**config.mk**
```make
export PLATFORM = sky130hd
export DESIGN_NAME = mips_wb_stage_flat
export DESIGN_NICKNAME = d
export VERILOG_FILES = /design/src/rtl/mips_pkg.sv /design/src/rtl/mips_wb_stage_if.sv /design/src/rtl/mips_load_align.sv /design/src/rtl/mips_wb_stage.sv /design/src/flat_wrapper.sv
export SDC_FILE = /design/constraint.sdc
export NUM_CORES = 1
export LEC_CHECK = 0
export ABC_AREA = 1
export CORE_ASPECT_RATIO = 1.5
export CORE_MARGIN = 3
export CORE_UTILIZATION = 46
export DETAILED_ROUTE_END_ITERATION = 8
export GPL_ROUTABILITY_DRIVEN = 0
export PLACE_DENSITY_LB_ADDON = 0.1
export SLEW_MARGIN = 20
export SYNTH_ARGS = -nofsm -noshare
export SYNTH_HDL_FRONTEND = slang
export SYNTH_SLANG_ARGS = --single-unit
```
**constraint.sdc**
```tcl
create_clock -name clk -period 2.6 [get_ports clk]
set_input_delay 0.52 -clock clk [delete_from_list [all_inputs] [get_ports clk]]
set_output_delay 0.52 -clock clk [all_outputs]
set_load 0.02 [all_outputs]
```
**src/rtl/mips_pkg.sv**
```systemverilog
// Shared constants for the MIPS pipeline: load-type encodings and the hard-wired
// zero register index.
package mips_pkg;

  typedef enum logic [2:0] {
    LT_LW  = 3'd0,
    LT_LH  = 3'd1,
    LT_LHU = 3'd2,
    LT_LB  = 3'd3,
    LT_LBU = 3'd4
  } load_type_e;

  localparam logic [4:0] REG_ZERO = 5'd0;

endpackage

```
**src/rtl/mips_wb_stage_if.sv**
```systemverilog
// MEM->WB handshake, register-file write port and forwarding tap of the WB stage.
interface mips_wb_stage_if #(
  parameter int REG_AW = 5,
  parameter int DATA_W = 32
);

  logic              mem_valid;
  logic              mem_ready;
  logic              mem_reg_write;
  logic              mem_to_reg;
  logic [REG_AW-1:0] mem_rd;
  logic [DATA_W-1:0] mem_alu_result;
  logic [DATA_W-1:0] mem_load_data;
  logic [2:0]        mem_load_type;
  logic              rf_wr_ready;
  logic              rf_we;
  logic [REG_AW-1:0] rf_wa;
  logic [DATA_W-1:0] rf_wd;
  logic              fwd_valid;
  logic [REG_AW-1:0] fwd_rd;
  logic [DATA_W-1:0] fwd_data;
  logic              align_err;

  modport master (
    output mem_valid, mem_reg_write, mem_to_reg, mem_rd, mem_alu_result,
           mem_load_data, mem_load_type, rf_wr_ready,
    input  mem_ready, rf_we, rf_wa, rf_wd, fwd_valid, fwd_rd, fwd_data, align_err
  );

  modport slave (
    input  mem_valid, mem_reg_write, mem_to_reg, mem_rd, mem_alu_result,
           mem_load_data, mem_load_type, rf_wr_ready,
    output mem_ready, rf_we, rf_wa, rf_wd, fwd_valid, fwd_rd, fwd_data, align_err
  );

endinterface

```
**src/rtl/mips_load_align.sv**
```systemverilog
// Little-endian load alignment and sign/zero extension; flags misaligned accesses.
module mips_load_align
  import mips_pkg::*;
(
  input  logic [31:0] raw,
  input  logic [1:0]  addr_lo,
  input  logic [2:0]  load_type,
  output logic [31:0] data,
  output logic        misaligned
);

  logic [15:0] half_v;
  logic [7:0]  byte_v;

  always_comb begin
    half_v = addr_lo[1] ? raw[31:16] : raw[15:0];
    unique case (addr_lo)
      2'd0:    byte_v = raw[7:0];
      2'd1:    byte_v = raw[15:8];
      2'd2:    byte_v = raw[23:16];
      default: byte_v = raw[31:24];
    endcase
  end

  // Unknown encodings fall through to the word path.
  always_comb begin
    data       = raw;
    misaligned = (addr_lo != 2'b00);
    case (load_type)
      LT_LH: begin
        data       = {{16{half_v[15]}}, half_v};
        misaligned = addr_lo[0];
      end
      LT_LHU: begin
        data       = {16'h0000, half_v};
        misaligned = addr_lo[0];
      end
      LT_LB: begin
        data       = {{24{byte_v[7]}}, byte_v};
        misaligned = 1'b0;
      end
      LT_LBU: begin
        data       = {24'h000000, byte_v};
        misaligned = 1'b0;
      end
      default: ;
    endcase
  end

endmodule

```
**src/rtl/mips_wb_stage.sv**
```systemverilog
// MIPS write-back stage: MEM/WB register, load alignment, register-file write port.
// Optional retire counter enabled by defining MIPS_WB_RETIRE_CNT_EN.
module mips_wb_stage
  import mips_pkg::*;
#(
  parameter int REG_AW = 5,
  parameter int DATA_W = 32,
  parameter int CNT_W  = 32
) (
  input  logic             clk,
  input  logic             rst,
  mips_wb_stage_if.slave   bus
`ifdef MIPS_WB_RETIRE_CNT_EN
  ,
  output logic [CNT_W-1:0] retire_cnt
`endif
);

  logic              wb_valid_q, wb_valid_d;
  logic              reg_write_q, reg_write_d;
  logic              to_reg_q, to_reg_d;
  logic [REG_AW-1:0] rd_q, rd_d;
  logic [DATA_W-1:0] alu_q, alu_d;
  logic [DATA_W-1:0] load_q, load_d;
  logic [2:0]        lt_q, lt_d;

  logic [31:0]       aligned;
  logic              lt_misaligned;
  logic              misaligned;
  logic              needs_write;
  logic              retire;
  logic              accept;
  logic [DATA_W-1:0] wd;

  mips_load_align u_align (
    .raw        (load_q),
    .addr_lo    (alu_q[1:0]),
    .load_type  (lt_q),
    .data       (aligned),
    .misaligned (lt_misaligned)
  );

  always_comb begin
    misaligned  = to_reg_q && lt_misaligned;
    needs_write = wb_valid_q && reg_write_q && (rd_q != REG_AW'(REG_ZERO)) && !misaligned;
    retire      = wb_valid_q && (!needs_write || bus.rf_wr_ready);
    accept      = bus.mem_valid && bus.mem_ready;
    wd          = to_reg_q ? aligned : alu_q;

    bus.mem_ready = !wb_valid_q || retire;
    bus.rf_we     = needs_write && bus.rf_wr_ready;
    bus.rf_wa     = wb_valid_q ? rd_q : '0;
    bus.rf_wd     = wb_valid_q ? wd : '0;
    bus.fwd_valid = needs_write;
    bus.fwd_rd    = bus.rf_wa;
    bus.fwd_data  = bus.rf_wd;
    bus.align_err = wb_valid_q && misaligned;
  end

  always_comb begin
    wb_valid_d  = wb_valid_q;
    reg_write_d = reg_write_q;
    to_reg_d    = to_reg_q;
    rd_d        = rd_q;
    alu_d       = alu_q;
    load_d      = load_q;
    lt_d        = lt_q;
    if (accept) begin
      wb_valid_d  = 1'b1;
      reg_write_d = bus.mem_reg_write;
      to_reg_d    = bus.mem_to_reg;
      rd_d        = bus.mem_rd;
      alu_d       = bus.mem_alu_result;
      load_d      = bus.mem_load_data;
      lt_d        = bus.mem_load_type;
    end else if (retire) begin
      wb_valid_d  = 1'b0;
    end
  end

  always_ff @(posedge clk or negedge rst) begin
    if (!rst) begin
      wb_valid_q  <= 1'b0;
      reg_write_q <= 1'b0;
      to_reg_q    <= 1'b0;
      rd_q        <= '0;
      alu_q       <= '0;
      load_q      <= '0;
      lt_q        <= '0;
    end else begin
      wb_valid_q  <= wb_valid_d;
      reg_write_q <= reg_write_d;
      to_reg_q    <= to_reg_d;
      rd_q        <= rd_d;
      alu_q       <= alu_d;
      load_q      <= load_d;
      lt_q        <= lt_d;
    end
  end

`ifdef MIPS_WB_RETIRE_CNT_EN
  logic [CNT_W-1:0] retire_cnt_q, retire_cnt_d;

  always_comb begin
    retire_cnt_d = retire ? retire_cnt_q + CNT_W'(1) : retire_cnt_q;
  end

  always_ff @(posedge clk or negedge rst) begin
    if (!rst) retire_cnt_q <= '0;
    else      retire_cnt_q <= retire_cnt_d;
  end

  assign retire_cnt = retire_cnt_q;
`endif

endmodule

```
**src/flat_wrapper.sv**
```systemverilog
// flat-port wrapper written by rule: the top's interface ports become plain ports
module mips_wb_stage_flat import mips_pkg::*;
#(
  parameter int REG_AW = 5,
  parameter int DATA_W = 32,
  parameter int CNT_W  = 32
)
  (clk, rst, bus_mem_valid, bus_mem_reg_write, bus_mem_to_reg, bus_mem_rd, bus_mem_alu_result, bus_mem_load_data, bus_mem_load_type, bus_rf_wr_ready, bus_mem_ready, bus_rf_we, bus_rf_wa, bus_rf_wd, bus_fwd_valid, bus_fwd_rd, bus_fwd_data, bus_align_err);
  mips_wb_stage_if #(.REG_AW(REG_AW), .DATA_W(DATA_W)) bus_i ();
  input  logic clk;
  input  logic rst;
  input wire logic [$bits(bus_i.mem_valid)-1:0] bus_mem_valid;
  input wire logic [$bits(bus_i.mem_reg_write)-1:0] bus_mem_reg_write;
  input wire logic [$bits(bus_i.mem_to_reg)-1:0] bus_mem_to_reg;
  input wire logic [$bits(bus_i.mem_rd)-1:0] bus_mem_rd;
  input wire logic [$bits(bus_i.mem_alu_result)-1:0] bus_mem_alu_result;
  input wire logic [$bits(bus_i.mem_load_data)-1:0] bus_mem_load_data;
  input wire logic [$bits(bus_i.mem_load_type)-1:0] bus_mem_load_type;
  input wire logic [$bits(bus_i.rf_wr_ready)-1:0] bus_rf_wr_ready;
  output wire logic [$bits(bus_i.mem_ready)-1:0] bus_mem_ready;
  output wire logic [$bits(bus_i.rf_we)-1:0] bus_rf_we;
  output wire logic [$bits(bus_i.rf_wa)-1:0] bus_rf_wa;
  output wire logic [$bits(bus_i.rf_wd)-1:0] bus_rf_wd;
  output wire logic [$bits(bus_i.fwd_valid)-1:0] bus_fwd_valid;
  output wire logic [$bits(bus_i.fwd_rd)-1:0] bus_fwd_rd;
  output wire logic [$bits(bus_i.fwd_data)-1:0] bus_fwd_data;
  output wire logic [$bits(bus_i.align_err)-1:0] bus_align_err;
  assign bus_i.mem_valid = bus_mem_valid;
  assign bus_i.mem_reg_write = bus_mem_reg_write;
  assign bus_i.mem_to_reg = bus_mem_to_reg;
  assign bus_i.mem_rd = bus_mem_rd;
  assign bus_i.mem_alu_result = bus_mem_alu_result;
  assign bus_i.mem_load_data = bus_mem_load_data;
  assign bus_i.mem_load_type = bus_mem_load_type;
  assign bus_i.rf_wr_ready = bus_rf_wr_ready;
  assign bus_mem_ready = bus_i.mem_ready;
  assign bus_rf_we = bus_i.rf_we;
  assign bus_rf_wa = bus_i.rf_wa;
  assign bus_rf_wd = bus_i.rf_wd;
  assign bus_fwd_valid = bus_i.fwd_valid;
  assign bus_fwd_rd = bus_i.fwd_rd;
  assign bus_fwd_data = bus_i.fwd_data;
  assign bus_align_err = bus_i.align_err;
  mips_wb_stage #(.REG_AW(REG_AW), .DATA_W(DATA_W), .CNT_W(CNT_W)) u_core (.clk(clk), .rst(rst), .bus(bus_i));
endmodule
```
Yosys cells after proc, flatten, opt, wreduce, memory -nomap -nowiden
Cells that the tools add are included.
- eq/ne operators: 6
- multiplexer cells: 9
- reduce and logical (&&, ||, !) cells: 19
- operators with widths (cell ; count):
    32-bit one-hot mux with 4 select lines ; 1
    32-bit 2-to-1 mux ; 2
    8-bit one-hot mux with 3 select lines ; 1
    16-bit 2-to-1 mux ; 1
    1-bit logical AND ; 8
    3-bit by 2-bit equality test with 1-bit output, second input constant ; 2
    5-bit 2-to-1 mux ; 1
    5-bit nonzero test ; 1
    2-bit nonzero test ; 2
    2-bit OR reduction ; 2
    3-bit by 1-bit equality test with 1-bit output, second input constant ; 1
    3-bit equality test, second input constant ; 1
    1-bit zero test ; 3
    2-bit by 1-bit equality test with 1-bit output, second input constant ; 1
    2-bit equality test, second input constant ; 1
    2-bit zero test ; 1
    1-bit logical OR ; 2
    1-bit 2-to-1 mux ; 2
    1-bit one-hot mux with 2 select lines ; 1
- register bits: 75
- input bits: 78
- output and inout port bits: 78
- word-level logic and storage cells: 41

Depth between registers and ports, before layout
- word-level depth: 12
- gate-level depth with buffers: 12
- gate-level depth less buffers: 10

By module
A second synthesis with hierarchy kept.
- cells, all modules: 700
- area, all modules: 4787.1 um2
- modules (own cells, without submodules) (module ; times used ; cells each ; area each (um2)):
    mips_wb_stage ; 1 ; 492 ; 3793.6
    mips_load_align ; 1 ; 208 ; 993.5

Worst setup path after synthesis
Ideal clock, no wire load.
- path type: flip-flop to output port
- start point: register u_core.alu_q[1]
- end point: output bus_rf_wd[21]
- data arrival time: 1.915 ns
- data required time: 2.080 ns
- path slack: 0.165 ns
- stages on the path, launching flop included: 11
- path buffers: 3
- path through: dfrtp_1 -> buf_2 -> nor2_4 -> nand2_1 -> nand2_1 -> nand3b_2 -> nand3_2 -> buf_6 -> nand2_1 -> a21oi_1 -> buf_4
- cells in the longest elaborated chain, start to end: 5
- elaborated cells between the ends (all ways): 8
- classes of those cells: eq/ne (2); mux (5); reduce/logical (1)
- RTL lines (what ; line ; text):
    start, declared ; mips_wb_stage.sv:23 ; logic [DATA_W-1:0] alu_q, alu_d;
    start signal, assigned ; mips_wb_stage.sv:95 ; alu_q <= alu_d;
    2-bit equality test, or another cell as far along ; mips_load_align.sv:17 ; unique case (addr_lo)
    8-bit one-hot mux with 3 select lines ; mips_load_align.sv:17 ;
    32-bit one-hot mux with 4 select lines * ; mips_load_align.sv:29 ; case (load_type)
    32-bit 2-to-1 mux * ; mips_wb_stage.sv:48 ; wd = to_reg_q ? aligned : alu_q;
    32-bit 2-to-1 mux * ; mips_wb_stage.sv:53 ; bus.rf_wd = wb_valid_q ? wd : '0;
    end, declared ; flat_wrapper.sv:23 ; output wire logic [$bits(bus_i.rf_wd)-1:0] bus_rf_wd;
Mark *: on every way between the ends. The rest lies on a longest branch, timed or not.

Worst setup path after layout
- start point: register u_core.lt_q[2]
- end point: output bus_rf_wd[28]
- cells in the longest elaborated chain, start to end: 4
- elaborated cells between the ends (all ways): 7
- classes of those cells: eq/ne (4); mux (3)
- RTL lines (what ; line ; text):
    start, declared ; mips_wb_stage.sv:25 ; logic [2:0] lt_q, lt_d;
    start signal, assigned ; mips_wb_stage.sv:97 ; lt_q <= lt_d;
    3-bit equality test, or another cell as far along ; mips_load_align.sv:29 ;
    32-bit one-hot mux with 4 select lines * ; mips_load_align.sv:29 ;
    32-bit 2-to-1 mux * ; mips_wb_stage.sv:48 ;
    32-bit 2-to-1 mux * ; mips_wb_stage.sv:53 ;
Marks and branches as above.

==> metrics.txt <==
Final Slew Violations 0; Total Power 0.00444 W; CTS tree done; clock buffer depth 2; Wirelength per Cell 16.0 um; DR pass1 iterations 5; commonest cells in the netlist nand2_1, nand3_1, dfrtp_1, buf_4, o21ai_0; setup ws final 0.0802 ns; dpl hpwl 10.1 mm; Period minus WS final 2.52 ns; Max Clk Rate 397 MHz; sequential share of the synthesized area 0.410; Rows 44; Tcrit/Tclk final 0.969; max-cap viol count 0; IO Port Bufs 155; DRT iter0 DRCs 257; Synth Cell Area 4580 um^2; TritonCTS buffer count 9; FFs w/ async S/R, synth 1.00; largest net degree at the start of global routing 77; cells after synthesis 632; Worst-Skew Late Latency 0.34 ns; Residual DRC 0; TNS Setup 0 ns; Top FF cell, synth dfrtp_1; reg2reg start u_core.lt_q[0]; grt ovf 0; Die Ht 128 um; Post-DRT Antenna Nets 0; crit-path max FO 7; Synth top area share 0.410; hold buffer count at cts 0; final hold vios 0; arrival time at the worst endpoint 2.00 ns; starting density of the core 0.473; post-synthesis area per instance 7.25 um^2; top-count cell post-synth nand2_1; Yosys warning count 0; number of enable flip-flop cells after synthesis 0; Util after Layout 0.638; syn nets 710; worst reg-to-reg setup slack 0.38 ns; worst slew pin tran 0.448 ns; Worst VDD drop 0.000422 V; Sink Count 75; status complete, no violations; fin nets 832; Antenna Cells 0; required time worst endpoint 2.08 ns; leakage power 3.18 nW; CP Launch Type flop; Setup CP Type flop to primary output; share of post-route cells with drive strength above 1 0.208; crit end category primary output; Place WS -0.119 ns; DIE WIDTH 87.5 um; synth unique cells 24; core area 9690 um^2; Final Routed Wirelength 14.0 mm; HP Class input port to async pin; Pwr Density 719 nW/um^2; final setup fails 0; Worst Skew 0.00538 ns; gr usage total 0.251; Vias 4676; H-tree levels 3; first-pass GRT wire length 22.2 mm; clock tree root driver cell clkbuf_16; die area 11200 um^2; initial antenna violation count 0; top cells by area, synth dfrtp_1, nand2_1, nand3_1; Area growth, synth to finish 34.9%; RR Endpoint u_core.alu_q[3]; Clk pin slew, worst setup/hold paths 0.06 ns; flops & latches, synth 75; Register-to-Register Path Depth 13; vias per inst 5.35; slew margin rel. 0.698; num ports 156; vias in the first global route 4528; area leader, netlist dfrtp_1
power by group:
part           switching, W  internal [W]  leakage, nW
logic               0.00100      0.000667         2.12
registers          0.000145       0.00132        0.910
clock network      0.000475      0.000837        0.150
timing repair:
action                     in CTS  in global routing
resized for setup             217                 86
buffers inserted                1                  2
pin swaps                       1                  4
setup endpoints to repair      68                 68
per-stage QoR:
stage / instance area, um^2 / cells / hold WS [ns]
after CTS: 6350 / 872 / 0.129
after global placement: 6030 / 855 / 0.448
after floorplan: 4580 / 632 / 0.224
final: 6180 / 874 / 0.117
after detailed placement: 6030 / 855 / 0.453
after global routing: 6180 / 874 / 0.145
cells in the final DEF, fill, tap and decap left out, types with 14 or more instances in the layout:
cell	n
o211ai_1	14
inv_1	29
o21ai_0	34
a21oi_1	24
nand2_1	227
buf_2	49
nand3_1	85
dfrtp_1	71
buf_4	41
clkdlybuf4s50_1	85
worst max-delay path by stage:
stage | start | endpoint | slack [ns] | cells after the start
after floorplan | u_core.alu_q[1] | bus_rf_wd[21] | 0.16 | 10
after global placement | u_core.alu_q[1] | bus_rf_wd[28] | -0.09 | 8
after detailed placement | u_core.alu_q[1] | bus_fwd_data[23] | -0.12 | 8
after CTS | u_core.lt_q[2] | bus_rf_wd[30] | 0.0007 | 8
after global routing | u_core.lt_q[2] | bus_rf_wd[17] | -0.02 | 10
final | u_core.lt_q[2] | bus_rf_wd[28] | 0.08 | 10
per-layer routing:
metal,global-route usage,share of wire,wire (um),vias to the layer above
met3,0.0457,0.061,850,35
met1,0.303,0.38,5370,2188
met4,0.107,0.034,480,0
li1,-,-,-,2275
met5,0,0,0,-
met2,0.432,0.52,7260,178
flip-flops by register name, summed over array words and instances, names as in the netlist:
register and flops:
u_core.rd_q 5, u_core.alu_q 32, u_core.to_reg_q 1, u_core.lt_q 3
u_core.wb_valid_q 1, u_core.load_q 32, u_core.reg_write_q 1
cell type report:
cell class / count / area, um^2
fill: 933 / 3510
multi-input combinational: 444 / 2150
sequential: 75 / 1880
timing repair buffer: 192 / 1580
clock buffer: 11 / 233
tap: 115 / 144
inverter: 32 / 120
clock inverter: 5 / 77.6
critical path: stages (launching register included):
cell	delay, ns
dfrtp_1	0.40
buf_4	0.15
nand2_2	0.08
nand2_4	0.08
nor2_4	0.12
inv_2	0.07
buf_4	0.15
or2_2	0.27
nand2_1	0.09
a21oi_1	0.08
buf_2	0.18
cells by family (layout without fill, tap and decap cells):
logic type | Yosys count | count (layout) | synth area share
compound gates | 105 | 105 | 0.131
flops | 75 | 75 | 0.410
buf+inv | 113 | 240 | 0.145
simple gates | 339 | 339 | 0.315
Note: power is estimated with default switching activity, not from simulation.
